**src/rtl/div_seq.sv**
```systemverilog
// div_seq: 32-bit restoring divider (LO=quotient, HI=remainder), one step per cycle.
// Define DIVU_SUPPORT_EN to honour is_unsigned; otherwise every division is signed.
module div_seq (
  input  logic        clk,
  input  logic        reset,
  input  logic        start,
  input  logic        clear,
  input  logic        is_unsigned,
  input  logic [31:0] dividend,
  input  logic [31:0] divisor,
  output logic [31:0] lo,
  output logic [31:0] hi,
  output logic        busy,
  output logic        done,
  output logic        div_zero
);
  typedef enum logic [2:0] {S_IDLE, S_CHECK, S_RUN, S_FIX, S_DONE} state_t;
  state_t      r_state;
  logic [31:0] r_quot, r_dsr, r_rem, r_lo, r_hi;
  logic [4:0]  r_cnt;
  logic        r_qneg, r_rneg, r_busy, r_done, r_dz;
  logic        w_signed, w_dvd_neg, w_dsr_neg;
  logic [32:0] w_shift, w_trial;
`ifdef DIVU_SUPPORT_EN
  logic r_uns;
  assign w_signed = ~r_uns;
`else
  logic w_unused;
  assign w_unused = is_unsigned;
  assign w_signed = 1'b1;
`endif
  assign w_dvd_neg = w_signed & r_quot[31];
  assign w_dsr_neg = w_signed & r_dsr[31];
  // rem stays below the divisor magnitude, so 32 bits hold it; the trial needs 33
  assign w_shift   = {r_rem, r_quot[31]};
  assign w_trial   = w_shift - {1'b0, r_dsr};
  assign lo        = r_lo;
  assign hi        = r_hi;
  assign busy      = r_busy;
  assign done      = r_done;
  assign div_zero  = r_dz;
  always_ff @(posedge clk or posedge reset) begin
    if (reset) begin
      r_state <= S_IDLE;
      r_quot  <= '0;
      r_dsr   <= '0;
      r_rem   <= '0;
      r_cnt   <= '0;
      r_qneg  <= 1'b0;
      r_rneg  <= 1'b0;
      r_lo    <= '0;
      r_hi    <= '0;
      r_busy  <= 1'b0;
      r_done  <= 1'b0;
      r_dz    <= 1'b0;
`ifdef DIVU_SUPPORT_EN
      r_uns   <= 1'b0;
`endif
    end else if (clear) begin
      r_state <= S_IDLE;
      r_lo    <= '0;
      r_hi    <= '0;
      r_busy  <= 1'b0;
      r_done  <= 1'b0;
      r_dz    <= 1'b0;
    end else begin
      case (r_state)
        S_IDLE: begin
          r_done <= 1'b0;
          r_dz   <= 1'b0;
          if (start) begin
            r_quot  <= dividend;
            r_dsr   <= divisor;
            r_busy  <= 1'b1;
            r_state <= S_CHECK;
`ifdef DIVU_SUPPORT_EN
            r_uns   <= is_unsigned;
`endif
          end
        end
        S_CHECK: begin
          if (r_dsr == '0) begin
            r_done  <= 1'b1;
            r_dz    <= 1'b1;
            r_state <= S_DONE;
          end else begin
            r_quot  <= w_dvd_neg ? -r_quot : r_quot;
            r_dsr   <= w_dsr_neg ? -r_dsr : r_dsr;
            r_qneg  <= w_dvd_neg ^ w_dsr_neg;
            r_rneg  <= w_dvd_neg;
            r_rem   <= '0;
            r_cnt   <= '0;
            r_state <= S_RUN;
          end
        end
        S_RUN: begin
          r_rem   <= w_trial[32] ? w_shift[31:0] : w_trial[31:0];
          r_quot  <= {r_quot[30:0], ~w_trial[32]};
          r_cnt   <= r_cnt + 5'd1;
          r_state <= (r_cnt == 5'd31) ? S_FIX : S_RUN;
        end
        S_FIX: begin
          r_lo    <= r_qneg ? -r_quot : r_quot;
          r_hi    <= r_rneg ? -r_rem : r_rem;
          r_done  <= 1'b1;
          r_state <= S_DONE;
        end
        S_DONE: begin
          r_done  <= 1'b0;
          r_dz    <= 1'b0;
          r_busy  <= 1'b0;
          r_state <= S_IDLE;
        end
        default: r_state <= S_IDLE;
      endcase
    end
  end
endmodule

```
**config.mk**
```make
export PLATFORM = sky130hd
export DESIGN_NAME = div_seq
export DESIGN_NICKNAME = d
export VERILOG_FILES = /design/src/rtl/div_seq.sv
export SDC_FILE = /design/constraint.sdc
export NUM_CORES = 1
export LEC_CHECK = 0
export BUFFER_PORTS_ARGS = -buffer_cell sky130_fd_sc_hd__buf_2
export CORE_MARGIN = 3
export CORE_UTILIZATION = 40
export DETAILED_ROUTE_END_ITERATION = 8
export HOLD_SLACK_MARGIN = 0.15
export SYNTH_ARGS = -nofsm -noshare
export SYNTH_HDL_FRONTEND = slang
export SYNTH_SLANG_ARGS = --single-unit
```
**constraint.sdc**
```tcl
create_clock -name clk -period 9.16 [get_ports clk]
set_input_delay 1.832 -clock clk [delete_from_list [all_inputs] [get_ports clk]]
set_output_delay 1.832 -clock clk [all_outputs]
set_load 0.01 [all_outputs]
```
==> reports/qor.txt <==
CP required: 9.47 ns
RePlAce Congestion: 0.9262
Die W: 173.1 um
Yosys warning count: 0
Layout Skew: 0.01538 ns
fin crit period: 4.311 ns
I/O Buffers: 134
post-CTS setup buffer count: 0
Post-Route WL: 31870 um
power density cells: 191.2 mW/mm2
placed cell area: 0.01214 mm2
via/cell ratio: 5.704
Synth async-reset ratio: 100.0%
DRT Pass-1 Iters: 7
CP endpoint kind: register
first-iteration detailed-routing DRC count: 1002
Reg2Reg Setup Slack: 4.85 ns
# IOs: 136
CP peak stage delay: 0.54 ns
number of flops mapped to enable cells by yosys: 0
# hold bufs at CTS: 0
GRT Residual Overflow: 0
clk_lat worst skew: 0.44 ns
unrepaired setup endpoints after global routing: false
via count: 10340
Clock Sinks: 173
# setup viols final: 0
Synth Cell Area: 0.01117 mm2
critical path endpoint: r_rem[31]
Post-CTS Resized: 0
top cells by area, synth: dfrtp_1, o21ai_0, nand2_1, xor2_1, ha_1
# DRC: 0
# rows: 60
Top FF cell, synth: dfrtp_1
CP max FO: 62
status: completed
most common cell after layout, fill and taps aside: o21ai_0
clock root buffer: clkbuf_16
R2R Path Start: r_dsr[1]
Starting Density: 41.10%
CTS Buffer Depth: 2
GRT Util Overall: 20.99%
setup TNS: 0 ns
Fill cells: 2719
Yosys top cell area share: 38.76%
Reg clk slew, reported paths: 0.08 ns
Hold Path Class: reg -> reg
Critical-path top delay cell: or4b_1
largest net degree at the start of global routing: 103
HPWL after DPL: 22150 um
final worst-path cycle share: 47.06%
CTS buffer count: 17
Post-Syn Nets: 1451
worst-path cell chain: inv_1 -> ha_1 -> nor3b_2 -> and4_1 -> or4b_1 -> nor4_4 -> nand4_1 -> o211ai_4 -> buf_4 -> nor2_2 -> buf_4 -> nand2b_1 -> o21ai_0
worst reg2reg endpoint: r_rem[31]
Reg2Reg Depth: 13
initial antenna violation count: 4
Lkg Pwr: 5.892 nW
CP startpoint: r_dsr[1]
most frequent cells in the layout: o21ai_0, nand2_1, dfrtp_1
post-synth top area cell: dfrtp_1
Design Area, Final: 0.01275 mm2
Final Hold Viols: 0
Max-cap violations: 0
CTS tree: yes
CP arrival: 4.62 ns
CTS H-tree depth: 4
Wirelength per Cell: 17.58 um
Mapped Cells: 1343
die area: 0.02997 mm2
fin. max-slew vios: 0
area grow syn2layout: 14.14%
synthesis-stage register bit count: 173
Core ar.: 0.02718 mm2
post-route ant nets: 0
first-pass GRT wire length: 52410 um
Setup WS post-layout: 4.850 ns
vias in the first global route: 9883
Worst VDD drop: 0.09114 mV
share of layout cells above drive strength 1: 14.82%
die height: 173.1 um
FMAX: 232.0 MHz
CP Class: reg -> reg
post-synthesis sequential area ratio: 38.76%
most used cell along the critical path: buf_4
Syn Area/Cell: 8.317 um2
fin nets: 1532
pre-CTS setup slack: 4.746 ns
library cells used by synthesis: 67
CP Launch Type: register
worst slew pin tran: 1.006 ns
max_slew headroom: 32.94%
## metal layers
metal  wire [um]  track usage, %  vias to the layer above
met3        1780           3.360                       31
met2       13300           29.96                      328
met5           0               0                        -
met1       16380           32.97                     4917
met4         399           5.000                        0
li1            -               -                     5065
## layout make-up
type / instances / area [um2] / area share, %
tap: 372 / 465.4 / 3.651
sequential: 173 / 4329 / 33.96
clock inverter: 15 / 168.9 / 1.325
antenna: 4 / 10.01 / 0.07852
timing repair buffer: 150 / 790.8 / 6.203
clock buffer: 17 / 425.4 / 3.337
inverter: 46 / 177.7 / 1.394
multi-input combinational: 1036 / 6381 / 50.05
## flip-flops by register name, indices dropped and copies added, names as in the netlist, 3 cells and up
signal / count
hi: 32
lo: 32
r_cnt: 5
r_dsr: 32
r_quot: 32
r_rem: 32
r_state: 3
## worst max-delay path: cells and delay by family, from the launching register on
| kind | cells | cell delay (ns) |
|---|---|---|
| AO/OA/AOI/OAI | 2 | 0.28 |
| adder cells (fa/ha/maj) | 1 | 0.20 |
| buffers and inverters | 3 | 0.91 |
| flip-flops | 1 | 0.49 |
| AND/OR/NAND/NOR | 7 | 2.29 |
## per-stage QoR
stage	hold slack, ns	total power [mW]	std cells	util, %
2_1_floorplan	0.4488	1.499	1343	-
3_3_place_gp	0.4565	1.685	1777	44.69
3_5_place_dp	0.4618	1.700	1777	44.69
4_1_cts	0.4780	2.449	1809	46.87
5_1_grt	0.5011	2.596	1813	46.91
6_report	0.4705	2.438	1813	46.91
## kinds of logic after synthesis
family / after synthesis / share of synthesized area (%)
and+or+nand+nor: 462 / 19.48
AOI/OAI and AO/OA: 432 / 24.41
DFF: 173 / 38.76
buffers and inverters: 134 / 4.649
xor gates and xnor gates: 89 / 6.979
adders and majority gates: 39 / 4.436
muxes: 14 / 1.288
## how the worst min path moves through the flow
stage,startpoint,to,slack (ns),cells past startpoint
2_1_floorplan,r_dsr[22],r_dsr[22],0.45,2
3_3_place_gp,lo[27],lo[27],0.46,2
3_5_place_dp,lo[31],lo[31],0.46,2
4_1_cts,lo[31],lo[31],0.48,2
5_1_grt,lo[24],lo[24],0.50,2
6_report,lo[31],lo[31],0.47,2
## cell usage after synthesis (11+ instances only)
master and instances:
o21ai_0 208, xor2_1 72, xnor2_1 17, a32oi_1 16
ha_1 38, clkbuf_1 75, nand3_1 41, a222oi_1 20
dfrtp_1 173, inv_1 46, nand2_1 186, or3_1 27
nor3_1 46, a21oi_1 60, nor2_1 88, o311ai_0 22
a221oi_1 13, mux2i_1 11, a21o_1 21
## power by group
part	switching, mW	total (mW)	internal [mW]
registers	0.149	0.996	0.847
clock network	0.375	0.744	0.369
logic	0.426	0.698	0.271
total	0.951	2.44	1.49
Power figures use the tool's default switching activity.
